File: src/rtl/alu_seq.sv
// alu_seq: registered EX-stage ALU with an iterative multiply/divide unit.
// Single-cycle ALU classes (arithmetic, bit-op, shift, compare) register into Z.
// MULT/DIV run one bit per cycle and write HI/LO; busy stalls the pipeline.
//
// Handshake (both sides): a transfer happens on a rising clk edge where the
// producer's valid and the consumer's ready are both high; valid and its data
// never change while valid is high and ready is low.
//
// Optional feature: define ALU_SEQ_OVF_EN to add the registered ovf output
// (signed overflow / unsigned carry-borrow of add and sub).
module alu_seq #(
  parameter int WIDTH = 32,
  parameter int SHW   = $clog2(WIDTH)
) (
  input  logic             clk,
  input  logic             reset,
  input  logic             in_valid,
  output logic             in_ready,
  input  logic [5:0]       ALUFun,
  input  logic             Sign,
  input  logic [1:0]       md_op,
  input  logic [WIDTH-1:0] A,
  input  logic [WIDTH-1:0] B,
  output logic             out_valid,
  input  logic             out_ready,
  output logic [WIDTH-1:0] Z,
  output logic [WIDTH-1:0] hi,
  output logic [WIDTH-1:0] lo,
  output logic             busy,
  output logic             div0,
`ifdef ALU_SEQ_OVF_EN
  output logic             ovf,
`endif
  output logic [1:0]       dbg_state
);

  typedef enum logic [1:0] {
    S_IDLE = 2'd0,
    S_MUL  = 2'd1,
    S_DIV  = 2'd2,
    S_DONE = 2'd3
  } state_t;

  state_t state, state_nxt;

  // Request decode; the reserved md_op code behaves as a plain ALU op.
  logic             accept;
  logic             is_alu, is_mul, is_div;
  logic             b_zero;
  logic [WIDTH-1:0] abs_a, abs_b;
  logic             sgn_a, sgn_b;

  assign accept = in_valid && in_ready;
  assign is_mul = (md_op == 2'b01);
  assign is_div = (md_op == 2'b10);
  assign is_alu = !is_mul && !is_div;
  assign b_zero = (B == '0);
  assign sgn_a  = Sign && A[WIDTH-1];
  assign sgn_b  = Sign && B[WIDTH-1];
  assign abs_a  = sgn_a ? (-A) : A;
  assign abs_b  = sgn_b ? (-B) : B;

  // Iteration state. mcand is the multiplicand (MUL) or divisor (DIV);
  // acc_hi/acc_lo are the partial product, or remainder/shifting dividend.
  logic [WIDTH-1:0] mcand, acc_hi, acc_lo;
  logic [SHW:0]     cnt;
  logic             neg_q, neg_r, dz, is_div_op;

  // ---------------- single-cycle ALU ----------------
  logic [SHW-1:0]   sh;
  logic [WIDTH-1:0] alu_z;
  logic             cmp_flag;
  logic             a_neg, a_zero, lt_flag;

  assign sh     = A[SHW-1:0];
  assign a_neg  = A[WIDTH-1];
  assign a_zero = (A == '0);
  assign lt_flag = Sign ? ($signed(A) < $signed(B)) : (A < B);

  // Compare flag; the zero tests look at A as a signed value and ignore B.
  always_comb begin
    cmp_flag = 1'b0;
    case (ALUFun[3:1])
      3'b001:  cmp_flag = (A == B);
      3'b000:  cmp_flag = (A != B);
      3'b010:  cmp_flag = lt_flag;
      3'b110:  cmp_flag = a_neg || a_zero;
      3'b101:  cmp_flag = a_neg;
      3'b111:  cmp_flag = !a_neg && !a_zero;
      default: cmp_flag = 1'b0;
    endcase
  end

  // ALU result selected by operation class.
  always_comb begin
    alu_z = '0;
    case (ALUFun[5:4])
      2'b00: alu_z = ALUFun[0] ? (A - B) : (A + B);
      2'b01: begin
        case (ALUFun[3:0])
          4'b1000: alu_z = A & B;
          4'b1110: alu_z = A | B;
          4'b0110: alu_z = A ^ B;
          4'b0001: alu_z = ~(A | B);
          4'b1010: alu_z = A;
          default: alu_z = '0;
        endcase
      end
      2'b10: begin
        case (ALUFun[1:0])
          2'b00:   alu_z = B << sh;
          2'b01:   alu_z = B >> sh;
          2'b11:   alu_z = $unsigned($signed(B) >>> sh);
          default: alu_z = '0;
        endcase
      end
      default: alu_z = {{(WIDTH-1){1'b0}}, cmp_flag};
    endcase
  end

`ifdef ALU_SEQ_OVF_EN
  logic [WIDTH:0] add_ext, sub_ext;
  logic           ovf_calc;
  logic [WIDTH-1:0] arith_r;

  assign add_ext = {1'b0, A} + {1'b0, B};
  assign sub_ext = {1'b0, A} - {1'b0, B};
  assign arith_r = ALUFun[0] ? sub_ext[WIDTH-1:0] : add_ext[WIDTH-1:0];

  // Signed: operand signs allow overflow and the result sign disagrees with A.
  // Unsigned: carry-out of the add, or borrow (top bit) of the subtract.
  always_comb begin
    ovf_calc = 1'b0;
    if (Sign) begin
      if (ALUFun[0])
        ovf_calc = (A[WIDTH-1] != B[WIDTH-1]) && (arith_r[WIDTH-1] != A[WIDTH-1]);
      else
        ovf_calc = (A[WIDTH-1] == B[WIDTH-1]) && (arith_r[WIDTH-1] != A[WIDTH-1]);
    end else begin
      ovf_calc = ALUFun[0] ? sub_ext[WIDTH] : add_ext[WIDTH];
    end
  end

  // ovf follows each accepted op: arithmetic ops set it, anything else clears it.
  always_ff @(posedge clk or negedge reset) begin
    if (!reset)
      ovf <= 1'b0;
    else if (accept)
      ovf <= is_alu && (ALUFun[5:4] == 2'b00) && ovf_calc;
  end
`endif

  // ---------------- iterative mul/div step ----------------
  logic [WIDTH:0]   mul_sum;
  logic [WIDTH:0]   div_rem2, div_diff;
  logic             div_ok;
  logic [WIDTH-1:0] step_hi, step_lo;

  assign mul_sum  = {1'b0, acc_hi} + (acc_lo[0] ? {1'b0, mcand} : '0);
  assign div_rem2 = {acc_hi, acc_lo[WIDTH-1]};
  assign div_diff = div_rem2 - {1'b0, mcand};
  assign div_ok   = !div_diff[WIDTH];

  // One shift-add (MUL) or restoring-subtract (DIV) step on the live registers.
  always_comb begin
    if (is_div_op) begin
      step_hi = div_ok ? div_diff[WIDTH-1:0] : div_rem2[WIDTH-1:0];
      step_lo = {acc_lo[WIDTH-2:0], div_ok};
    end else begin
      step_hi = mul_sum[WIDTH:1];
      step_lo = {mul_sum[0], acc_lo[WIDTH-1:1]};
    end
  end

  // Final values: DONE applies the last step and then the sign fix-up.
  logic [2*WIDTH-1:0] prod, prod_fix;
  logic [WIDTH-1:0]   fin_hi, fin_lo;

  assign prod     = {step_hi, step_lo};
  assign prod_fix = neg_q ? (-prod) : prod;

  // Select the result written to HI/LO when DONE retires.
  always_comb begin
    fin_hi = '0;
    fin_lo = '0;
    if (dz) begin
      fin_hi = acc_lo;
      fin_lo = '1;
    end else if (is_div_op) begin
      fin_hi = neg_r ? (-step_hi) : step_hi;
      fin_lo = neg_q ? (-step_lo) : step_lo;
    end else begin
      fin_hi = prod_fix[2*WIDTH-1:WIDTH];
      fin_lo = prod_fix[WIDTH-1:0];
    end
  end

  // ---------------- FSM ----------------
  // State register.
  always_ff @(posedge clk or negedge reset) begin
    if (!reset)
      state <= S_IDLE;
    else
      state <= state_nxt;
  end

  // Next state. cnt counts steps still owed; the last step is folded into
  // DONE, so the result lands WIDTH+1 edges after acceptance.
  always_comb begin
    state_nxt = state;
    case (state)
      S_IDLE: begin
        if (accept && is_mul)
          state_nxt = S_MUL;
        else if (accept && is_div)
          state_nxt = b_zero ? S_DONE : S_DIV;
      end
      S_MUL, S_DIV: begin
        if (cnt == (SHW+1)'(2))
          state_nxt = S_DONE;
      end
      default: state_nxt = S_IDLE;
    endcase
  end

  // FSM outputs.
  always_comb begin
    in_ready  = (state == S_IDLE) && (!out_valid || out_ready);
    dbg_state = state;
  end

  // Operand latch at acceptance and per-cycle iteration.
  always_ff @(posedge clk or negedge reset) begin
    if (!reset) begin
      mcand     <= '0;
      acc_hi    <= '0;
      acc_lo    <= '0;
      cnt       <= '0;
      neg_q     <= 1'b0;
      neg_r     <= 1'b0;
      dz        <= 1'b0;
      is_div_op <= 1'b0;
    end else begin
      case (state)
        S_IDLE: begin
          if (accept && is_mul) begin
            mcand     <= abs_a;
            acc_lo    <= abs_b;
            acc_hi    <= '0;
            neg_q     <= sgn_a ^ sgn_b;
            neg_r     <= 1'b0;
            dz        <= 1'b0;
            is_div_op <= 1'b0;
            cnt       <= (SHW+1)'(WIDTH);
          end else if (accept && is_div) begin
            mcand     <= abs_b;
            acc_lo    <= b_zero ? A : abs_a;
            acc_hi    <= '0;
            neg_q     <= sgn_a ^ sgn_b;
            neg_r     <= sgn_a;
            dz        <= b_zero;
            is_div_op <= 1'b1;
            cnt       <= (SHW+1)'(WIDTH);
          end
        end
        S_MUL, S_DIV: begin
          acc_hi <= step_hi;
          acc_lo <= step_lo;
          cnt    <= cnt - (SHW+1)'(1);
        end
        default: ;
      endcase
    end
  end

  // Architectural results and the output handshake.
  always_ff @(posedge clk or negedge reset) begin
    if (!reset) begin
      Z         <= '0;
      hi        <= '0;
      lo        <= '0;
      div0      <= 1'b0;
      busy      <= 1'b0;
      out_valid <= 1'b0;
    end else begin
      if (accept && is_alu)
        Z <= alu_z;

      if (accept && !is_alu)
        busy <= 1'b1;
      else if (state == S_DONE)
        busy <= 1'b0;

      if (state == S_DONE) begin
        hi <= fin_hi;
        lo <= fin_lo;
        if (is_div_op)
          div0 <= dz;
      end

      if ((accept && is_alu) || (state == S_DONE))
        out_valid <= 1'b1;
      else if (out_ready)
        out_valid <= 1'b0;
    end
  end

endmodule

File: config.mk
export PLATFORM = sky130hd
export DESIGN_NAME = alu_seq
export DESIGN_NICKNAME = d
export VERILOG_FILES = /design/src/rtl/alu_seq.sv
export SDC_FILE = /design/constraint.sdc
export NUM_CORES = 1
export LEC_CHECK = 0
export ABC_CLOCK_PERIOD_IN_PS = 11150
export CORE_MARGIN = 3
export CORE_UTILIZATION = 32
export DETAILED_ROUTE_END_ITERATION = 16
export GPL_TIMING_DRIVEN = 0
export HOLD_SLACK_MARGIN = 0.05
export PLACE_DENSITY = 0.5
export SYNTH_ARGS = -nofsm -noshare
export SYNTH_HDL_FRONTEND = slang
export SYNTH_SLANG_ARGS = --single-unit
File: constraint.sdc
create_clock -name clk -period 11.15 [get_ports clk]
set_input_delay 1.6725 -clock clk [delete_from_list [all_inputs] [get_ports clk]]
set_output_delay 1.6725 -clock clk [all_outputs]
set_load 0.02 [all_outputs]
-- Word-level counts from Yosys, hierarchy flattened
Cells that the tools add are included.
- eq/ne operators: 24
- order comparisons: 2
- shift-type cells: 3
- muxes and demuxes: 48
- bitwise operators: 5
- add/sub/neg operators: 10
- reductions and logical operators: 35
- operator list (operator ; count):
    two-way mux 32 bit ; 20
    case mux 32 bit (3 select lines) ; 2
    case mux 32 bit (5 select lines) ; 1
    negation 32 bit ; 4
    case mux 32 bit (2 select lines) ; 2
    zero test 32 bit ; 2
    < comparator 32 bit ; 2
    two-way mux 64 bit ; 1
    negation 64 bit ; 1
    adder 32 x 32 -> 33 bit ; 1
    subtractor 33 x 32 -> 33 bit ; 1
    adder 32 bit ; 1
    bitwise AND 32 bit ; 1
    equality test 32 bit ; 1
    != test 32 bit ; 1
    NOT 32 bit ; 1
    bitwise OR 32 bit ; 1
    << shifter 32 x 5 -> 32 bit ; 1
    >> shifter 32 x 5 -> 32 bit ; 1
    >>> shifter 32 x 5 -> 32 bit ; 1
    subtractor 32 bit ; 1
    bitwise XOR 32 bit ; 1
    two-way mux 1 bit ; 14
    equality test 4 bit, second input constant ; 3
    other kinds (25) ; 62
- bits in registers: 207
- input port bits: 77
- logic and storage cells: 142
- output and inout bits: 102

-- Depth between registers and ports, before layout
Gate-level depths: netlist of run 1.
- word-level depth: 8
- depth in mapped cells: 26
- mapped depth without buffers: 25

-- Worst setup path before layout of run 1
OpenSTA, ideal clock, no wires.
- path kind: input to register
- from: input A[0]
- to: register Z[28]
- buffers on the path: 3
- library setup time: 142 ps
- data arrival time: 6014 ps
- data required time: 11008 ps
- slack: 4994 ps
- stages: 21
- cells stage by stage: buf_2 > inv_1 > clkbuf_1 > buf_1 > ha_1 > inv_1 > fa_1 > nand2b_1 > a21oi_1 > o21bai_1 > a21oi_1 > o41ai_1 > nor4_1 > o221ai_1 > o31ai_1 > a2111oi_0 > nor2_1 > and3_1 > a211oi_1 > xnor2_1 > o221ai_1
- word-level cells in the longest chain between the ends: 3
- elaborated cells on any way between the ends: 8
- those cells by class: add/sub: 2; shift: 3; mux: 3
- RTL lines (element ; line ; text):
    from (decl) ; 22 ; input logic [WIDTH-1:0] A,
    adder 32 bit (tied with other cells) ; 98 ; 2'b00: alu_z = ALUFun[0] ? (A - B) : (A + B);
    two-way mux 32 bit / case mux 32 bit (3 select lines) (equally long branches) ; 98, 110 ;
    case mux 32 bit (3 select lines) * ; 97 ; case (ALUFun[5:4])
    to (signal assigned) ; 287 ; Z <= alu_z;
    to (decl) ; 26 ; output logic [WIDTH-1:0] Z,
Mark *: on every way between the ends. The rest lies on a longest branch, timed or not.
A chain may end at the register's enable or synchronous reset.

-- Worst setup path after layout of run 1
- from: input A[2]
- to: register Z[0]
- word-level cells in the longest chain between the ends: 5
- elaborated cells on any way between the ends: 15
- those cells by class: order compare: 2; eq/ne: 2; shift: 3; mux: 4; reduce/logical: 4
- RTL lines (element ; line):
    parallel branches: the longest is 4 deep, another holds < comparator 32 bit ; --
    case mux 32 bit (3 select lines) * ; 97
Mark *: on every way between the ends.

==> results of run 1 <==
[Yosys cell counts (all sizes together), types with 16 or more instances]
cell | number | area (um^2)
a211oi | 52 | 400
a21o | 55 | 413
a21oi | 293 | 1510
a221oi | 35 | 313
a222oi | 28 | 280
a22o | 18 | 158
a22oi | 42 | 320
a31oi | 57 | 357
and2 | 50 | 313
and3 | 17 | 106
buf | 43 | 213
clkbuf | 202 | 759
dfrtp | 207 | 5180
ha | 170 | 2130
inv | 159 | 597
mux2 | 32 | 360
mux2i | 99 | 991
nand2 | 364 | 1380
nand2b | 16 | 100
nand3 | 65 | 325
nand4 | 26 | 169
nor2 | 366 | 1380
nor2b | 24 | 150
nor3 | 60 | 317
nor4 | 25 | 156
o211ai | 62 | 470
o21a | 22 | 165
o21ai | 313 | 1570
o21bai | 29 | 218
o22a | 25 | 219
o22ai | 17 | 106
o31ai | 29 | 223
or2 | 16 | 100
or3 | 26 | 163
xnor2 | 169 | 1480
xor2 | 51 | 447
[metrics by stage]
step                      instances  setup WS [ns]
final                          4702           2.73
after detailed placement       4648           2.34
after global routing           4701           2.50
after global placement         4646          -1.26
after floorplan                3432           4.99
after CTS                      4700           2.93
[worst reg2reg max path, stage by stage, from the launching register on]
cell,delay (ns)
sky130_fd_sc_hd__dfrtp_1,0.49
sky130_fd_sc_hd__buf_2,0.35
sky130_fd_sc_hd__buf_2,0.39
sky130_fd_sc_hd__clkbuf_1,0.59
sky130_fd_sc_hd__buf_2,0.37
sky130_fd_sc_hd__buf_2,0.35
sky130_fd_sc_hd__clkbuf_1,0.48
sky130_fd_sc_hd__clkbuf_1,0.71
sky130_fd_sc_hd__mux2_2,0.45
sky130_fd_sc_hd__inv_1,0.06
sky130_fd_sc_hd__ha_1,0.21
sky130_fd_sc_hd__o2111ai_1,0.23
sky130_fd_sc_hd__or4_1,0.60
sky130_fd_sc_hd__or2_1,0.32
sky130_fd_sc_hd__or3_1,0.44
sky130_fd_sc_hd__nor2_1,0.25
sky130_fd_sc_hd__nand2_1,0.08
sky130_fd_sc_hd__a2111o_1,0.43
sky130_fd_sc_hd__nor3_1,0.31
sky130_fd_sc_hd__o21ai_0,0.15
sky130_fd_sc_hd__nand2_1,0.10
sky130_fd_sc_hd__xnor2_1,0.28
sky130_fd_sc_hd__mux2i_1,0.24
sky130_fd_sc_hd__a21oi_1,0.18
[area by class of cell]
class                           instances  area, um^2  share of cell area, %
Multi-Input combinational cell       2819       18600                   63.1
Sequential cell                       207        5180                   17.6
Timing Repair Buffer                  177        1810                   6.15
Tap cell                             1040        1300                   4.42
Buffer                                245         972                   3.30
Clock buffer                           41         830                   2.82
Inverter                              161         604                   2.05
Clock inverter                         11         170                  0.578
Antenna cell                            1        2.50                0.00850
[per-layer routing]
layer	track usage (%)	vias to the layer above
li1	-	12900
met1	40.8	13800
met2	50.0	1546
met3	3.58	304
met4	19.0	2
met5	0	-
[worst min path at each step]
stage	from	to	slack (ns)	cells after the start
finish	Z[28]	Z[28]	0.49	2
global route	lo[14]	lo[14]	0.52	1
CTS	Z[28]	Z[28]	0.49	2
detailed placement	Z[14]	Z[14]	0.47	2
global placement	Z[11]	Z[11]	0.47	2
floorplan	mcand[0]	mcand[0]	0.47	2
[state kept, by name, summed over array words and instances (netlist names)]
register	count
Z	32
acc_hi	32
lo	32
busy	1
is_div_op	1
div0	1
hi	32
neg_q	1
cnt	6
out_valid	1
neg_r	1
dz	1
dbg_state	2
mcand	32
acc_lo	32
[cell families (layout without fill, tap and decap cells)]
group / count (synthesis) / in the layout / share of synthesized area (%)
AOI/OAI and AO/OA: 1185 / 1185 / 30.6
xor gates and xnor gates: 220 / 220 / 7.61
adders and majority gates: 174 / 174 / 8.72
buffers and inverters: 406 / 635 / 6.23
DFF: 207 / 207 / 20.5
muxes: 144 / 144 / 6.49
other: 0 / 1 / 0
and+or+nand+nor: 1096 / 1096 / 19.8
[report_power, final]
part | leakage (nW) | total, mW | switching [mW] | internal (mW)
logic | 9.26 | 0.658 | 0.454 | 0.204
clock network | 0.479 | 0.978 | 0.391 | 0.587
registers | 2.70 | 0.751 | 0 | 0.751
==> run summary, run 1 <==
The run finished with clean final reports. The cell area reported after detailed placement came out at 0.0284 mm^2. The biggest cell delay along the critical path is 0.93 ns. Once the floorplan was initialized, standard cells occupied 32.5% of the core.

On the critical path, the stage with the largest delay is an instance of sky130_fd_sc_hd__a2111oi_0. The placer congestion estimate came out at 1.02. The final layout net count is 3890. The HPWL after detailed placement is around 110000 um. The count of input and output buffers came out at 174. The count of cells resized by post-cts repair came out at 0. The total length of routed met2 wires came out at between 50000 and 60000 um.

The count of yosys warnings during synthesis is 0. Subtracting the final worst setup slack from the clock period gives 8.42 ns. The critical path goes through clkdlybuf4s50_1 -> inv_1 -> buf_1 -> clkbuf_1 -> clkbuf_1 -> ha_1 -> nand2b_1 -> a21oi_1 -> o21bai_1 -> a21oi_1 -> o41ai_1 -> nor4_1 -> o221ai_1 -> o31ai_1 -> a2111oi_0 -> o31ai_1 -> nand3_1 -> o311ai_0 -> a211oi_1 -> o21ai_0. The total power density per cell area came out at 81.1 mW/mm^2. The worst setup path is launched from an input port. The remaining routing DRC violations is 0. The number of iterations in the first detailed-routing pass came out at 7. Data on the critical path arrives at its endpoint at 8.87 ns. For the final database, setup skew stands at 0.0294 ns. The instance count on the critical path came out at 20. The total number of placement rows is 102. The sequential fraction of the synthesis area is between 20% and 30%. Among all flip-flop cells after synthesis, the most frequent one is sky130_fd_sc_hd__dfrtp_1.

Setup slack on the worst reg-to-reg path comes out at 3.01 ns. Summing every instance area after synthesis gives approximately 0.025 mm^2. The number of fill cells in the layout is about 8400. The number of flip-flops and latches in the synthesized netlist is 207. After clock tree synthesis, the setup repair step added 0 buffers. The power consumption is approximately 2.4 mW. The worst setup path is captured at a flop. The type of the worst setup path is input port to flop.

The share of cells above drive strength 1 is 4.43%. Synthesis handed over a netlist of 3432 instances. TritonCTS built the clock tree.

Summed over all nets, wire length on met3 after detailed routing comes to 10100 um. The via-per-instance ratio came out at 6.07. Across the run, the number of max-cap violations was 0. The number of nets produced by synthesis is roughly 3700.

The clock transition at the registers of the reported paths came out at 0.06 ns. The startpoint identified for the worst register-to-register timing path is is_div_op. Clock tree synthesis found a total of 207 sinks. The worst reg2reg path depth came out at 23. The remaining antenna violation count after routing is 0.

The most frequent standard cell in the layout excluding fill and tap cells is sky130_fd_sc_hd__nor2_1. Setup repair after global routing left no endpoint under its margin. The worst register-to-register path ends at hi[18]. The number of violations reported at the end of detailed-routing iteration 0 came out at 3746. The number of different library cells used by synthesis comes to 100. In this run the worst setup path terminates at Z[0]. The count of pins over their slew limit was 0.

The number of synthesized flops with an enable pin came out at 0. The routed layout has 28500 vias. The area of all placed cells without fillers came out at 0.0294 mm^2.

The maximum vdd drop is 0.000118 V. Counting flops with an async set or reset pin after synthesis yields a share of 100%. The worst-margin pin slew came out at 1.24 ns. The global-route wire length before repair came out at 193000 um. From synthesis to final layout, the design area changed by 16.2%. Of the available clock period, the critical path in the final layout requires 75.5%.

The mean instance size in the synthesized netlist is 7.38 um^2. The I/O pin count came out at 179. The number of hold buffers added after cts is 0. The initial antenna violation count came out at 1. The height of the chip came out at 287 um. The clock buffer count from CTS is 28. Counting along the longest clock path gives a buffer depth of 3. For this run the aggregate overflow at the end of global routing stands at 0. The post-route worst hold slack is 0.489 ns.

The insertion delay to the later sink of the worst-skew pair came out at ~0.61 ns. The final hold violation count is 0. The aggregate routed wire length is 135000 um.

The gate family responsible for the most delay along the worst path is compound AO/OA/AOI/OAI gates. In this run the horizontal extent of the chip is approximately 290 um. The largest net degree at the start of global routing came out at 96. The global-route usage over all layers came out at 31.4%.

For this run, the share of the core covered by cells in the final layout is 37.8%. The aggregate negative setup slack came out at 0 ns. The critical path contains buffers and inverters numbering 5 combined.

CTS placed an instance of sky130_fd_sc_hd__clkbuf_16 at the clock tree root. The length of routed wiring on met1 is 55500 um. The maximum level of the CTS H-tree is 1. The detailed router used layers up to and including met5.

The cell leakage power came out at approximately 12 nW. In the layout the commonest cells are sky130_fd_sc_hd__nor2_1 (365), sky130_fd_sc_hd__nand2_1 (362), sky130_fd_sc_hd__o21ai_0 (297). The total die area is a little over 0.08 mm^2. The maximum net fanout on the critical path came out at 10. The critical path starts at A[2].

Setup violations remaining at the end of the flow were counted as 0. The path category of the worst min-delay check is flop to flop. The via count of the first global-routing pass came out at 27200. STA puts the critical path data required time at around 12 ns.

Based on the critical path, the design can be clocked at up to 119 MHz. The routed wire length per instance came out at 28.7 um. The worst pin sits at a relative slew slack of 16.8%. The core region area is a little under 0.08 mm^2.
Note: power is estimated with default switching activity, not from simulation.
==> run 2: changes to the inputs <==
--- a/config.mk
+++ b/config.mk
@@ -5,13 +5,13 @@
 export SDC_FILE = /design/constraint.sdc
 export NUM_CORES = 1
 export LEC_CHECK = 0
-export ABC_CLOCK_PERIOD_IN_PS = 11150
+export ABC_CLOCK_PERIOD_IN_PS = 7300
 export CORE_MARGIN = 3
 export CORE_UTILIZATION = 32
 export DETAILED_ROUTE_END_ITERATION = 16
 export GPL_TIMING_DRIVEN = 0
 export HOLD_SLACK_MARGIN = 0.05
-export PLACE_DENSITY = 0.5
+export PLACE_DENSITY = 0.51
 export SYNTH_ARGS = -nofsm -noshare
 export SYNTH_HDL_FRONTEND = slang
 export SYNTH_SLANG_ARGS = --single-unit
==> constraint.sdc (replaced) <==
create_clock -name clk -period 7.3 [get_ports clk]
set_input_delay 1.095 -clock clk [delete_from_list [all_inputs] [get_ports clk]]
set_output_delay 1.095 -clock clk [all_outputs]
set_load 0.02 [all_outputs]
==> run 2 against run 1 <==
Core utilization about the same. Combinational power up 53%. Highest routed layer unchanged. Sequential cell count unchanged. Register-to-register slack worse by 2.7 ns. Largest power group unchanged.
==> run summary, run 2 (synthesis gave the netlist of run 1 again) <==
The CTS tree is built (unchanged). The type of the worst setup path is input port to flop (unchanged). The number of violations reported at the end of detailed-routing iteration 0 is 3484 (was 3746). The count of pins over their slew limit was 0 (unchanged). The required time reported for the critical path endpoint came out at 7.73 ns (was 11.60 ns). The number of diodes added for antenna fixing came out at 0 (was 1). The clock transition at the registers of the reported paths is 0.07 ns (was 0.06 ns). The path category of the worst min-delay check is input port to async pin (was flop to flop). The power consumption is 3.56 mW (was 2.39 mW).

The largest net degree at the start of global routing is 100 (was 96). The via-per-instance ratio came out at 6.09 (was 6.07). The routed wire length per instance is 28.7 um (about the same). The cell area reported after detailed placement is 0.0284 mm^2 (unchanged).

The initial cell density of the core is 32.5% (unchanged). The count of input and output buffers is 174 (unchanged). The clock buffer count from CTS is 27 (was 28). The signal arrival time at the worst endpoint came out at 7.62 ns (was 8.87 ns). The master cell of the clock root buffer was sky130_fd_sc_hd__clkbuf_16 (unchanged). The type of destination of the critical path was a flop (unchanged). The worst path needs 7.19 ns of the cycle, external delays included. The cell leakage power came out at 12.5 nW (was 12.4 nW). The clock tree skew after final layout came out at 0.0274 ns (was 0.0294 ns). Most frequent cells in the layout: sky130_fd_sc_hd__nor2_1 (364), sky130_fd_sc_hd__nand2_1 (362), sky130_fd_sc_hd__o21ai_0 (297) (was sky130_fd_sc_hd__nor2_1 (365), sky130_fd_sc_hd__nand2_1 (362), sky130_fd_sc_hd__o21ai_0 (297)). The core utilization of the finished layout was 37.8% (about the same). The worst relative slew slack is 4.09% (was 16.8%). The maximum level of the CTS H-tree came out at 1 (unchanged). The initial antenna violation count is 4 (was 1).

The aggregate negative setup slack is 0 ns (unchanged). The area of all placed cells without fillers came out at 0.0294 mm^2 (about the same). Derived from the worst setup path, the maximum achievable clock frequency is ~140 MHz. The launching instance or port of the critical path is A[3] (was A[2]). The count of endpoints failing setup in the final report was 0 (unchanged).

The sequential group share of total power is 32.2% (was 31.5%). The met2 track demand over resource is 49.5% (was 50.0%). Unrepaired setup endpoints after global routing: no (unchanged). The proportion of power drawn by the clock network is 39.4% (was 41.0%). The critical path launch point type is an input port (unchanged).

The placer congestion estimate came out at 1.07 (was 1.02). The final layout net count is 3891 (was 3890). The final hold violation count is 0 (unchanged). The total overflow reported by the global router came to 0 (unchanged). The share of cells above drive strength 1 was 4.78% (was 4.43%). The routing usage on met1 is 40.6% (was 40.8%). The width of the chip came out at 287 um (unchanged). The total die area is 0.0825 mm^2 (unchanged). The most congested layer reported by global routing is met2 (unchanged). The switching share of power is 36.3% (was 35.4%). The layout overhead on the synthesized area is 16.2% (about the same).

The number of iterations in the first detailed-routing pass is 10 (was 7). The final worst-path setup slack was 0.110 ns (was 2.73 ns). The startpoint of the most critical register-to-register path is acc_lo[31] (was is_div_op). The via count of the first global-routing pass came out at 27300 (was 27200). The via count of the routed design is 28600 (was 28500). Cell Chain, Critical Path: clkdlybuf4s50_1 -> clkinv_1 -> clkbuf_1 -> buf_1 -> ha_1 -> clkbuf_1 -> inv_1 -> o21bai_1 -> a2111oi_0 -> o41ai_2 -> a21oi_1 -> o31a_1 -> o41ai_1 -> a32oi_1 -> a21oi_1 -> a21o_1 -> a211oi_1 -> a211oi_1 -> xnor2_1 -> o221ai_1 (was clkdlybuf4s50_1 -> inv_1 -> buf_1 -> clkbuf_1 -> clkbuf_1 -> ha_1 -> nand2b_1 -> a21oi_1 -> o21bai_1 -> a21oi_1 -> o41ai_1 -> nor4_1 -> o221ai_1 -> o31ai_1 -> a2111oi_0 -> o31ai_1 -> nand3_1 -> o311ai_0 -> a211oi_1 -> o21ai_0). The largest buffer count on any clock path is 3 (unchanged). Status: finished, final reports clean (unchanged). The number of maximum-capacitance violations was 0 (unchanged). The height of the chip came out at 287 um (unchanged).

The aggregate routed wire length came out at 135000 um (about the same). The core region area came out at 0.0778 mm^2 (unchanged). The maximum net fanout on the critical path is 10 (unchanged). The switching power summed over all nets is 1.29 mW (was 845 uW). The I/O pin count is 179 (unchanged). The met3 usage was 4.62% (was 3.58%). The most frequent standard cell in the layout excluding fill and tap cells is sky130_fd_sc_hd__nor2_1 (unchanged). The maximum vdd drop came out at 0.000143 V (was 0.000118 V). The flip-flop and latch area was 0.00518 mm^2 (unchanged).

The total power density per cell area came to 121 mW/mm^2 (was 81.1 mW/mm^2). The total number of placement rows is 102 (unchanged). The footprint of the multi-input gates is 0.0186 mm^2 (about the same). The global-route wire length before repair is 193000 um (about the same). The worst-margin pin slew came out at 1.43 ns (was 1.24 ns). The biggest cell delay along the critical path came out at 0.69 ns (was 0.93 ns).

The insertion delay to the later sink of the worst-skew pair came to 0.60 ns (was 0.61 ns). Dividing the final minimum period by the clock period gives between 90% and 100%. The global-route usage over all layers was 31.4% (about the same). The critical-path cell with the highest stage delay was sky130_fd_sc_hd__clkdlybuf4s50_1 (was sky130_fd_sc_hd__a2111oi_0). The combinational share of power is 28.3% (was 27.6%).

The remaining routing DRC violations is 0 (unchanged). The HPWL after detailed placement was 109000 um (was 110000 um). The cell internal power dissipation is 2.27 mW (was 1.54 mW). The remaining antenna violation count after routing is 0 (unchanged).

The clock net sink count is 207 (unchanged). The number of fill cells in the layout is 8412 (was 8391). The number of hold buffers added after cts came out at 0 (unchanged). The pre-CTS setup slack came out at -0.847 ns (was 2.34 ns).
-- run 2: cell types whose count changed in the layout (fill, tap and decap cells not counted), sizes merged --
cell	before	now
diode	1	0
bufinv	3	2
inv	160	161
clkdlybuf4s15	0	1
buf	46	49
clkbuf	244	235
clkinv	6	8
-- run 2: power groups by stage --
stage	logic (mW)	clock network [mW]	registers, mW
finish	1.01	1.40	1.15
global route	1.05	1.47	1.15
CTS	0.958	1.43	1.15
detailed placement	0.953	0	1.17
global placement	0.965	0	1.17
floorplan	0.550	0	1.17
-- run 2: worst paths after layout --
check / endpoint / slack [ns] / depth (start not counted)
hold reg to reg: Z[4] / 0.49 / 2
setup reg to reg: hi[18] / 0.28 / 26
setup / recovery: Z[28] / 0.11 / 20
min in group clk: Z[4] / 0.49 / 2
max in group asynchronous: acc_lo[20] / 6.00 / 2
hold / removal: mcand[27] / 0.38 / 1
-- run 2: critical path: cells and delay by family --
family          cells  cell delay, ns
buf+inv             6            2.52
fa+ha+maj           1            0.42
compound gates     12            3.36
xor+xnor            1            0.19
-- run 2: cell type report --
cell class	count	share of cell area, %
Multi-Input combinational cell	2819	63.2
Sequential cell	207	17.6
Timing Repair Buffer	181	6.25
Clock inverter	13	0.481
Inverter	161	2.05
Clock buffer	34	2.59
Buffer	243	3.34
Tap cell	1040	4.42
-- run 2: per-stage QoR --
stage,cells,hold WS [ns]
floorplan,3432,0.470
finish,4698,0.379
CTS,4694,0.363
detailed placement,4648,0.470
global route,4698,0.401
global placement,4646,0.465
-- run 2: timing repair --
item                                    4_1_cts  5_1_grt
resized for setup                             8        9
endpoints found under the setup margin       16       16
setup buffers                                 0        5
pin swaps                                     0        2
cloned                                        0        0
-- run 2: per-layer routing --
layer	routed length (um)	vias to the layer above
met1	55200	13800
met5	57	-
li1	-	12900
met4	10100	6
met2	58800	1540
met3	10500	323
